### src/rtl/dmem_port_arbiter.sv
// Arbitrates the single data-memory port between the pipeline MEM stage and a DMA/loader.
// The core has priority. A starvation counter forces in one DMA slot after STARVE_LIMIT contended cycles.
module dmem_port_arbiter #(
  parameter int WIDTH        = 32,
  parameter int STARVE_LIMIT = 4,
  parameter int CNT_W        = 3
) (
  input  logic             clk,
  input  logic             rst,
  input  logic             core_req,
  input  logic             core_we,
  input  logic [WIDTH-1:0] core_addr,
  input  logic [WIDTH-1:0] core_wdata,
  output logic [WIDTH-1:0] core_rdata,
  output logic             core_stall,
  input  logic             dma_req,
  input  logic             dma_we,
  input  logic [WIDTH-1:0] dma_addr,
  input  logic [WIDTH-1:0] dma_wdata,
  output logic             dma_ack,
  output logic [WIDTH-1:0] dma_rdata,
  output logic             mem_we,
  output logic [WIDTH-1:0] mem_addr,
  output logic [WIDTH-1:0] mem_wd,
  input  logic [WIDTH-1:0] mem_rd
);

  localparam logic [1:0] S_CORE = 2'd0;
  localparam logic [1:0] S_DMA  = 2'd1;
  localparam logic [1:0] S_ACK  = 2'd2;

  localparam logic [CNT_W-1:0] STARVE_MAX = CNT_W'(STARVE_LIMIT - 1);
  localparam logic [CNT_W-1:0] CNT_SAT    = {CNT_W{1'b1}};

  logic [1:0]       r_state;
  logic [1:0]       w_state_nxt;
  logic [CNT_W-1:0] r_starve_cnt;
  logic             r_dma_ack;
  logic [WIDTH-1:0] r_dma_rdata;
  logic             w_grant;
  logic             w_contend;

  // An idle core grants DMA at once; a busy core yields only once the counter reaches its limit.
  always_comb begin
    w_grant   = 1'b0;
    w_contend = 1'b0;
    if (r_state == S_CORE) begin
      w_grant   = dma_req & (~core_req | (r_starve_cnt == STARVE_MAX));
      w_contend = dma_req & core_req & ~w_grant;
    end else begin
      w_grant   = 1'b0;
      w_contend = 1'b0;
    end
  end

  // next-state selection
  always_comb begin
    w_state_nxt = S_CORE;
    case (r_state)
      S_CORE:  w_state_nxt = w_grant ? S_DMA : S_CORE;
      S_DMA:   w_state_nxt = S_ACK;
      S_ACK:   w_state_nxt = S_CORE;
      default: w_state_nxt = S_CORE;
    endcase
  end

  // state register
  always_ff @(posedge clk or negedge rst) begin
    if (!rst) begin
      r_state <= S_CORE;
    end else begin
      r_state <= w_state_nxt;
    end
  end

  // The starvation count survives a dropped request and is cleared only by a grant.
  always_ff @(posedge clk or negedge rst) begin
    if (!rst) begin
      r_starve_cnt <= {CNT_W{1'b0}};
    end else if (w_grant) begin
      r_starve_cnt <= {CNT_W{1'b0}};
    end else if (w_contend && (r_starve_cnt != CNT_SAT)) begin
      r_starve_cnt <= r_starve_cnt + {{(CNT_W-1){1'b0}}, 1'b1};
    end else begin
      r_starve_cnt <= r_starve_cnt;
    end
  end

  // capture DMA read data and raise the ack on the edge that ends the DMA slot
  always_ff @(posedge clk or negedge rst) begin
    if (!rst) begin
      r_dma_ack   <= 1'b0;
      r_dma_rdata <= {WIDTH{1'b0}};
    end else if (r_state == S_DMA) begin
      r_dma_ack   <= 1'b1;
      r_dma_rdata <= mem_rd;
    end else begin
      r_dma_ack   <= 1'b0;
      r_dma_rdata <= r_dma_rdata;
    end
  end

  // memory port mux
  always_comb begin
    mem_we   = 1'b0;
    mem_addr = {WIDTH{1'b0}};
    mem_wd   = {WIDTH{1'b0}};
    if (r_state == S_DMA) begin
      mem_we   = dma_we;
      mem_addr = dma_addr;
      mem_wd   = dma_wdata;
    end else begin
      mem_we   = core_we & core_req;
      mem_addr = core_addr;
      mem_wd   = core_wdata;
    end
  end

  assign core_stall = (r_state == S_DMA) & core_req;
  assign core_rdata = mem_rd;
  assign dma_ack    = r_dma_ack;
  assign dma_rdata  = r_dma_rdata;

endmodule

### config.mk
export PLATFORM = sky130hd
export DESIGN_NAME = dmem_port_arbiter
export DESIGN_NICKNAME = d
export VERILOG_FILES = /design/src/rtl/dmem_port_arbiter.sv
export SDC_FILE = /design/constraint.sdc
export NUM_CORES = 1
export LEC_CHECK = 0
export CAP_MARGIN = 25
export CORE_AREA = 4 4 114 116
export DETAILED_ROUTE_END_ITERATION = 10
export DIE_AREA = 0 0 118 120
export PLACE_DENSITY_LB_ADDON = 0.3
export SLEW_MARGIN = 20
export SYNTH_ARGS = -nofsm -noshare
export SYNTH_HDL_FRONTEND = slang
export SYNTH_SLANG_ARGS = --single-unit
### constraint.sdc
create_clock -name clk -period 4.1 [get_ports clk]
set_clock_uncertainty 0.05 [all_clocks]
set_input_delay 0.82 -clock clk [delete_from_list [all_inputs] [get_ports clk]]
set_output_delay 0.82 -clock clk [all_outputs]
set_load 0.05 [all_outputs]
==> run summary, run 1 <==
PwrDens: 515.1 nW/um2
CTS max path bufs: 2
DR vias: 2,512
Post-Syn Area: 2984 um2
ANT cells: 0
# clock sinks: 37
Post-cts resize count: 0
Crit-path max FO: 19
Slowest CP cell: clkdlybuf4s50_1
Period Utilization, post-route: 80.03%
Post CTS Setup Buffer Count: 0
Setup crit start kind: flop
Warnings from Yosys: 0
Worst-path clk slew: 0.05 ns
CP arrival: 2.41 ns
CP delay by family, top: buffers and inverters
GRT Residual Overflow: 0
Average routed wire per standard cell: 19.68 um
# DRC: 0
Syn Area/Cell: 15.38 um2
CTS tree: yes
Gpl congestion: 0.7876
CTS root buffer: clkbuf_16
Layout area overhead: 95.89%
Cts bufs inserted: 5
Top cell type's share of synthesized area: 48.30%
Drt pass-1 iters: 4
Worst-case reg-to-reg path depth: 4
Layout cell share with drive strength beyond 1: 25.00%
Initial Util: 25.05%
I/O Buffers: 296
Wl on met1: 4.759 mm
Endpoint type of the worst setup path: output port
Post-synth top area cell: mux2_4
WP data required: 3.23 ns
Slowest stage delay, CP: 0.76 ns
Post-Synth Adder-Cell Area: 1.258%
Post-synthesis mux area share: 48.64%
Worst-Skew Late Latency: 0.27 ns
Row count: 40
1st-iter DRT viols: 88
Ranking of synthesized cells by area: mux2_4 48%, dfrtp_1 31%, buf_4 8.1%
Routed WL: 11.95 mm
Main combinational cell family by area after synthesis: multiplexers
Netlist cell types: 17
Critical path buffers and inverters: 2
Max_slew headroom: 45.31%
Critical path origin: dma_ack
Post-layout worst setup margin: 0.8189 ns
Max H-tree Level: 2
Die ar.: 14,160 um2
Max Freq: 304.8 MHz
First-pass GRT wire length: 17.86 mm
Pwr Total: 0.003011 W
Vias in the first global route: 2,839
VDD IR max: 0.3329 mV
Register area share after synthesis: 31.03%
# nets final: 629
Post-route minimum period: 3.281 ns
Fin. Hold Viols: 0
Post-detailed-route count of antenna-violating nets: 0
Mapped Cells: 194
DP HPWL: 9.967 mm
Status: completed
Post-CTS Hold Buffers: 0
Crit path to: mem_addr[0]
Vias per inst: 4.138
Slew @ Worst Pin: 0.8203 ns
Yosys reg bits: 37
Worst R2R Setup Slack: 2.18 ns
Die H: 120 um
Dpl ws: 0.9062 ns
Xor and xnor fraction of the mapped netlist area: 0.2935%
Initial antenna violation count: 0
Setup_tns: 0 ns
P_leak: 2.464 nW
Met2 WL: 5.791 mm
Placed cell count: 600
RR Startpoint: dma_ack
Top Layer Used: met4
GR Util All Layers: 16.16%
Final Non-Filler Cells: 607
Hold slack: 0.4550 ns
Worst min path class: flop to flop
Post-Synth Simple-Gate Area: 2.809%
Post-synth net total: 363
Crit path kind: flop to output port
RSZ-0062 raised after global routing: no
Die span in x: 118 um
Critical Path Stages: 4
Ports: 297
Max-cap viol count: 0
Finish-stage setup viols: 0
Core area: 11,910 um2
Largest net degree at the start of global routing: 38
Cells along the critical path: nor2b_4 > buf_4 > mux2_4 > clkdlybuf4s50_1
Compound-Gate Fraction of Synth Area: 0.4193%
Met3 WL post-DR: 1.341 mm
Slew Limit Fails: 0
RR Endpoint: dma_rdata[1]
## metal layers
metal | vias up | GRT usage [%]
li1 | 1186 | -
met1 | 1164 | 19.14
met2 | 157 | 27.34
met3 | 5 | 7.540
met4 | 0 | 2.418
met5 | - | 0
## worst min path at each step
stage | startpoint | endpoint | slack (ns) | cells after the start
3_5_place_dp | dma_rdata[27] | dma_rdata[27] | 0.44 | 1
3_3_place_gp | dma_rdata[5] | dma_rdata[5] | 0.45 | 1
2_1_floorplan | r_starve_cnt[1] | r_starve_cnt[1] | 0.44 | 2
6_report | dma_rdata[27] | dma_rdata[27] | 0.46 | 1
4_1_cts | dma_rdata[27] | dma_rdata[27] | 0.46 | 1
5_1_grt | dma_rdata[16] | dma_rdata[16] | 0.48 | 1
## power breakdown
group	switching [W]	internal (W)	total [W]
clock network	0.000134	0.000238	0.000373
registers	0.0000932	0.000523	0.000616
logic	0.00116	0.000867	0.00202
total	0.00138	0.00163	0.00301
## flip-flops by register name, indices dropped and copies added (netlist names)
name	cells
r_starve_cnt	3
r_state	1
dma_rdata	32
dma_ack	1
## Yosys cell counts
library cell  count
mux2_4           96
nor2_1            3
buf_12           11
nand2_1           2
buf_4            32
nor2b_1           1
mux2i_1           1
nor4b_2           1
and2_1            1
inv_1             1
nor2b_4           1
a211oi_1          1
o21ai_0           1
ha_1              3
xnor2_1           1
nor4b_4           1
dfrtp_1          37
## cell families after synthesis
logic type	count (synthesis)
XOR/XNOR	1
buffers and inverters	44
multiplexers	97
adder cells (fa/ha/maj)	3
AND/OR/NAND/NOR	10
flip-flops	37
AO/OA/AOI/OAI	2
## metrics by stage
step	utilization [%]	cell area, um2
final	49.08	5846
after CTS	49.08	5846
after global placement	47.88	5703
after floorplan	-	2984
after global routing	49.08	5846
after detailed placement	47.88	5703
## layout by cell type, fill, tap and decap left out
master and instances:
nand2_1 2, nor4b_2 1, inv_1 1, clkbuf_8 1, nor2_1 3, clkdlybuf4s50_1 292
a211oi_1 1, buf_2 1, nor2b_1 1, nor4b_4 1, clkbuf_1 1, and2_1 1
nor2b_4 1, mux2i_1 1, o21ai_0 1, mux2_4 96, buf_4 9, ha_1 3
dfrtp_1 37, xnor2_1 1, clkbuf_16 5
## final cells by class
class / instances / area, um2
clock buffers: 7 / 142.6
multi-input cells: 113 / 1594
fillers: 1094 / 6066
inverters: 1 / 3.754
repair buffers: 302 / 2995
flip-flops and latches: 37 / 925.9
well taps: 147 / 183.9
Note: power is estimated with default switching activity, not from simulation.
==> run 2: changes to the inputs <==
==> constraint.sdc (replaced) <==
create_clock -name clk -period 3.1 [get_ports clk]
set_clock_uncertainty 0.05 [all_clocks]
set_input_delay 0.62 -clock clk [delete_from_list [all_inputs] [get_ports clk]]
set_output_delay 0.62 -clock clk [all_outputs]
set_load 0.05 [all_outputs]
==> run 2 against run 1 <==
- total power grew 31%
- routed wire length decreased by 0.85%
- largest cell class unchanged
- highest routed layer unchanged
- sequential share of layout area increased by 0.47 points
- first-iteration DRC count up 70%
- sequential power increased by 32%
- clock power is 34% higher
- die area unchanged
- core utilization is 1.4 points lower
- global-route usage is 0.11 points lower
- register-to-register slack lost 1.0 ns
==> run summary, run 2 (synthesized netlist as in run 1, its figures left out) <==
Status: completed
Net switching share of the total power: 46.42% (+0.51 points)
Max_slew headroom: 43.06% (-2.2 points)
Die ar.: 14,160 um2 (unchanged)
Setup_tns: 0 ns (unchanged)
Post-route minimum period: 2.622 ns
CTS max path bufs: 2 (unchanged)
Final Non-Filler Cells: 604 (-0.49%)
Row count: 40 (unchanged)
Pwr Total: 0.003954 W (+31%)
Fill count: 1,104 (+0.91%)
Most frequent cells in the layout: 228 x clkdlybuf4s50_1, 96 x mux2_4, 69 x buf_4
Psw: 0.001835 W (+33%)
Sequential power share: 20.6% (about the same)
Cts bufs inserted: 5 (unchanged)
Slew Limit Fails: 0 (unchanged)
First-pass GRT wire length: 17.87 mm (about the same)
Worst-path clk slew: 0.05 ns (about the same)
Cell repeated most along the worst path: clkdlybuf4s50_1
Die span in x: 118 um (unchanged)
Placed cell area: 5533 um2 (-3.0%)
Commonest non-fill, non-tap cell in the layout: clkdlybuf4s50_1
Post-CTS Hold Buffers: 0 (unchanged)
Slew @ Worst Pin: 0.8540 ns (+0.03375 ns)
Slowest stage delay, CP: 0.85 ns (+0.09 ns)
PwrDens: 696.7 nW/um2 (+35%)
Max FFs per register: 32 (unchanged)
DR vias: 2,525 (+0.52%)
1st-iter DRT viols: 150 (+70%)
Vias in the first global route: 2,885 (+1.6%)
Crit path kind: input port to output port
ANT cells: 0 (unchanged)
Drt pass-1 iters: 4 (unchanged)
Placed cell count: 597 (-0.50%)
Die H: 120 um (unchanged)
Register area: 925.9 um2 (unchanged)
Worst-Skew Late Latency: 0.27 ns (about the same)
DP HPWL: 9.700 mm (-2.7%)
Initial Util: 25.05% (unchanged)
CP delay by family, top: buffers and inverters
Average routed wire per standard cell: 19.61 um (-0.36%)
Endpoint type of the worst setup path: output port
# clock sinks: 37 (unchanged)
# DRC: 0 (unchanged)
GR Util All Layers: 16.04% (-0.11 points)
Max H-tree Level: 2 (unchanged)
Setup crit start kind: input port
Vias per inst: 4.180 (+1.0%)
WP data required: 2.43 ns (-0.80 ns)
CP arrival: 1.95 ns (-0.46 ns)
Fin. Hold Viols: 0 (unchanged)
Slowest CP cell: clkdlybuf4s50_1
Worst min path class: input port to async pin
Routed WL: 11.84 mm (-0.85%)
Power share of the clock group: 12.6% (+0.2 points)
Cell Int Power: 0.002118 W (+30%)
Finish-stage setup viols: 0 (unchanged)
Combinational share of power: 66.8% (-0.4 points)
Layout cell share with drive strength beyond 1: 38.51% (+14 points)
Ports: 297 (unchanged)
I/O Buffers: 296 (unchanged)
P_leak: 2.510 nW (+1.9%)
Post-cts resize count: 0 (unchanged)
Critical path buffers and inverters: 2 (unchanged)
RSZ-0062 raised after global routing: no
Core area: 11,910 um2 (unchanged)
Design area: 5675 um2 (-2.9%)
Multi-input gate area: 1594 um2 (unchanged)
# nets final: 626 (-0.48%)
Cells along the critical path: clkdlybuf4s50_1 > clkdlybuf4s50_1
Crit-path max FO: 2 (-17)
CTS tree: yes
Layout area overhead: 90.19%
Largest net degree at the start of global routing: 56 (+47%)
Initial antenna violation count: 0 (unchanged)
GRT Residual Overflow: 0 (unchanged)
Max Freq: 381.4 MHz
VDD IR max: 0.5464 mV (+64%)
Period Utilization, post-route: 84.57%
Gpl congestion: 0.7996 (+1.5%)
Post CTS Setup Buffer Count: 0 (unchanged)
CTS root buffer: clkbuf_16
Post-detailed-route count of antenna-violating nets: 0 (unchanged)
Max-cap viol count: 0 (unchanged)
-- run 2: cell count changes in the layout (fill, tap and decap cells not counted) --
cell / change
buf_12: +1
buf_4: +60
clkdlybuf4s50_1: -64
-- run 2: final cells by class --
cell class              count  area share, %
flip-flops and latches     37          16.31
multi-input cells         113          28.09
clock buffers               7          2.513
repair buffers            299          49.78
well taps                 147          3.241
inverters                   1        0.06614
-- run 2: power by group through the flow --
stage	Sequential, W	Clock, W	Combinational (W)
floorplan	0.00148	0	0.00118
global placement	0.000813	0	0.00265
detailed placement	0.000819	0	0.00266
CTS	0.000820	0.000523	0.00267
global route	0.000846	0.000534	0.00274
finish	0.000814	0.000498	0.00264
-- run 2: worst register-to-register path, delay by kind of cell (launching register included) --
family,cells,cell delay [ns]
buf+inv,2,0.84
flops,1,0.45
mux,1,0.34
simple gates,1,0.17
-- run 2: layer usage --
layer	part of all wire, %	GRT usage [%]
met5	0	0
met4	0.93	3.443
met3	11	7.540
met2	48	26.52
met1	40	19.06
-- run 2: metrics by stage --
stage                     setup WS [ns]  util (%)  hold WS (ns)
final                            0.4783     47.65        0.4105
after global routing             0.4460     47.65        0.4753
after CTS                        0.4650     47.65        0.4440
after detailed placement         0.4736     46.45        0.4406
after global placement           0.4734     46.45        0.4437
after floorplan                  0.1862         -        0.2744
-- run 2: path summary, 6_finish.rpt --
kind / cells past startpoint / start / end / slack (ns)
setup / recovery: 2 / mem_rd[18] / core_rdata[18] / 0.48
hold / removal: 1 / rst / dma_rdata[11] / 0.41
setup reg to reg: 4 / dma_ack / dma_rdata[24] / 1.14
hold reg to reg: 1 / dma_rdata[3] / dma_rdata[3] / 0.46
max in group asynchronous: 1 / rst / dma_rdata[1] / 2.06
min in group clk: 1 / dma_rdata[3] / dma_rdata[3] / 0.46
==> run 3: changes to the inputs <==
==> constraint.sdc (replaced) <==
create_clock -name clk -period 2.33 [get_ports clk]
set_clock_uncertainty 0.05 [all_clocks]
set_input_delay 0.466 -clock clk [delete_from_list [all_inputs] [get_ports clk]]
set_output_delay 0.466 -clock clk [all_outputs]
set_load 0.05 [all_outputs]
==> run 3 against run 2 <==
- routed wire length grew 6.8%
- die area is the same
- global-route usage grew 0.69 points
- sequential cell count is the same
- clock-buffer cell count is the same
- worst hold slack lost 0.15 ns
- core utilization grew 5.6 points
- sequential power grew 34%
- final cell count grew 0.99%
- combinational power grew 42%
==> run summary, run 3 (synthesized netlist as in run 1, its figures left out) <==
Status: completed
Crit-path max FO: 22 (+20)
1st-iter DRT viols: 58 (-61%)
Max FFs per register: 32 (unchanged)
GR Util All Layers: 16.73% (+0.69 points)
Final Non-Filler Cells: 610 (+0.99%)
CP arrival: 1.74 ns (-0.21 ns)
WP data required: 1.81 ns (-0.62 ns)
Largest net degree at the start of global routing: 44 (-21%)
Initial antenna violation count: 1 (+1)
Met3 WL post-DR: 889 um (-30%)
Core Util, Final: 53.27% (+5.6 points)
Layout cell share with drive strength beyond 1: 46.10% (+7.6 points)
Crit path kind: flop to output port
CTS max path bufs: 2 (unchanged)
Die H: 120 um (unchanged)
Core area: 11,910 um2 (unchanged)
Layout area overhead: 112.6%
Met2 WL: 7.234 mm (+27%)
Row count: 40 (unchanged)
Cts bufs inserted: 5 (unchanged)
Hold slack: 0.2615 ns (-0.1490 ns)
Routed WL: 12.64 mm (+6.8%)
Worst-Skew Late Latency: 0.27 ns (about the same)
Post-route minimum period: 2.257 ns
Vias in the first global route: 2,917 (+1.1%)
Most frequent cells in the layout: 197 x clkdlybuf4s50_1, 96 x mux2_4, 43 x buf_12
Worst min path class: input port to async pin
# DRC: 0 (unchanged)
Commonest non-fill, non-tap cell in the layout: clkdlybuf4s50_1
I/O Buffers: 296 (unchanged)
GRT Residual Overflow: 0 (unchanged)
Slew Limit Fails: 0 (unchanged)
Top Layer Used: met4
Drt pass-1 iters: 4 (unchanged)
Post-detailed-route count of antenna-violating nets: 0 (unchanged)
Die ar.: 14,160 um2 (unchanged)
First-pass GRT wire length: 18.15 mm (+1.6%)
Max H-tree Level: 2 (unchanged)
Average routed wire per standard cell: 20.73 um (+5.7%)
Pwr Total: 0.005621 W (+42%)
PwrDens: 885.8 nW/um2 (+27%)
DP HPWL: 10.49 mm (+8.2%)
Slew @ Worst Pin: 0.8705 ns (+0.01642 ns)
DR vias: 2,634 (+4.3%)
Gpl congestion: 0.8127 (+1.6%)
Setup crit start kind: flop
P_leak: 2.814 nW (+12%)
# clock sinks: 37 (unchanged)
Fin. Hold Viols: 0 (unchanged)
Ports: 297 (unchanged)
CTS tree: yes
Finish-stage setup viols: 0 (unchanged)
Max Freq: 443.0 MHz
# nets final: 630 (+0.64%)
Placed cell count: 598 (+0.17%)
Die span in x: 118 um (unchanged)
VDD IR max: 0.6570 mV (+20%)
Worst-path clk slew: 0.06 ns (about the same)
CTS root buffer: clkbuf_16
Endpoint type of the worst setup path: output port
Initial Util: 25.05% (unchanged)
Vias per inst: 4.318 (+3.3%)
Wl on met1: 4.212 mm (-12%)
RSZ-0062 raised after global routing: no
Period Utilization, post-route: 96.88%
Max-cap viol count: 0 (unchanged)
Max_slew headroom: 41.97% (-1.1 points)
## run 3: cell types whose count changed in the layout (fill, tap and decap cells not counted), sizes merged
cell,before,now
diode,0,1
buf,71,104
clkbuf,7,9
clkdlybuf4s50,228,197
bufinv,0,1
## run 3: per-layer routing
layer  global-route usage [%]  up-vias
met3                    5.325       21
met5                        0        -
met4                    5.788        0
met1                    16.43     1281
li1                         -     1187
met2                    32.81      145
## run 3: final timing paths
check                              startpoint             to  slack [ns]  depth (start not counted)
worst max-delay path                  dma_ack   mem_addr[10]        0.07                          5
worst min-delay path                      rst   dma_rdata[4]        0.26                          1
worst min register to register  dma_rdata[31]  dma_rdata[31]        0.46                          1
min in group clk                dma_rdata[31]  dma_rdata[31]        0.46                          1
worst max register to register        dma_ack  dma_rdata[24]        0.50                          5
max in group asynchronous                 rst  dma_rdata[31]        1.42                          1
## run 3: timing repair
item	CTS	global route
cloned	0	2
gates resized for setup	31	1
setup endpoints to repair	31	35
hold buffers	0	0
buffers inserted	0	1
## run 3: worst max-delay path, stage by stage, from the launching register on
cell and delay, ns:
dfrtp_1 0.46, nor2b_4 0.16, buf_12 0.14, buf_12 0.20, mux2_4 0.34, buf_6 0.16
## run 3: cell type report
| cell class | count | area [um2] |
|---|---|---|
| clock buffer | 7 | 142.6 |
| fill | 1004 | 5567 |
| tap | 147 | 183.9 |
| sequential | 37 | 925.9 |
| multi-input combinational | 113 | 1598 |
| clock inverter | 1 | 30.03 |
| timing repair buffer | 303 | 3458 |
| inverter | 1 | 3.754 |
| antenna | 1 | 2.502 |
## run 3: per-stage QoR
| step | setup TNS [ns] | instance area [um2] | setup slack [ns] |
|---|---|---|---|
| floorplan | 0 | 2988 | 0.2121 |
| global placement | 0 | 5979 | 0.3072 |
| detailed placement | 0 | 5979 | 0.2696 |
| CTS | -0.01219 | 6269 | -0.003710 |
| global route | 0 | 6345 | 0.002728 |
| finish | 0 | 6345 | 0.07270 |
## run 3: where the power goes
part	total (W)	switching [W]	internal, W
Sequential	0.00109	0.000166	0.000920
Combinational	0.00375	0.00209	0.00166
Clock	0.000782	0.000248	0.000534
Total	0.00562	0.00251	0.00311
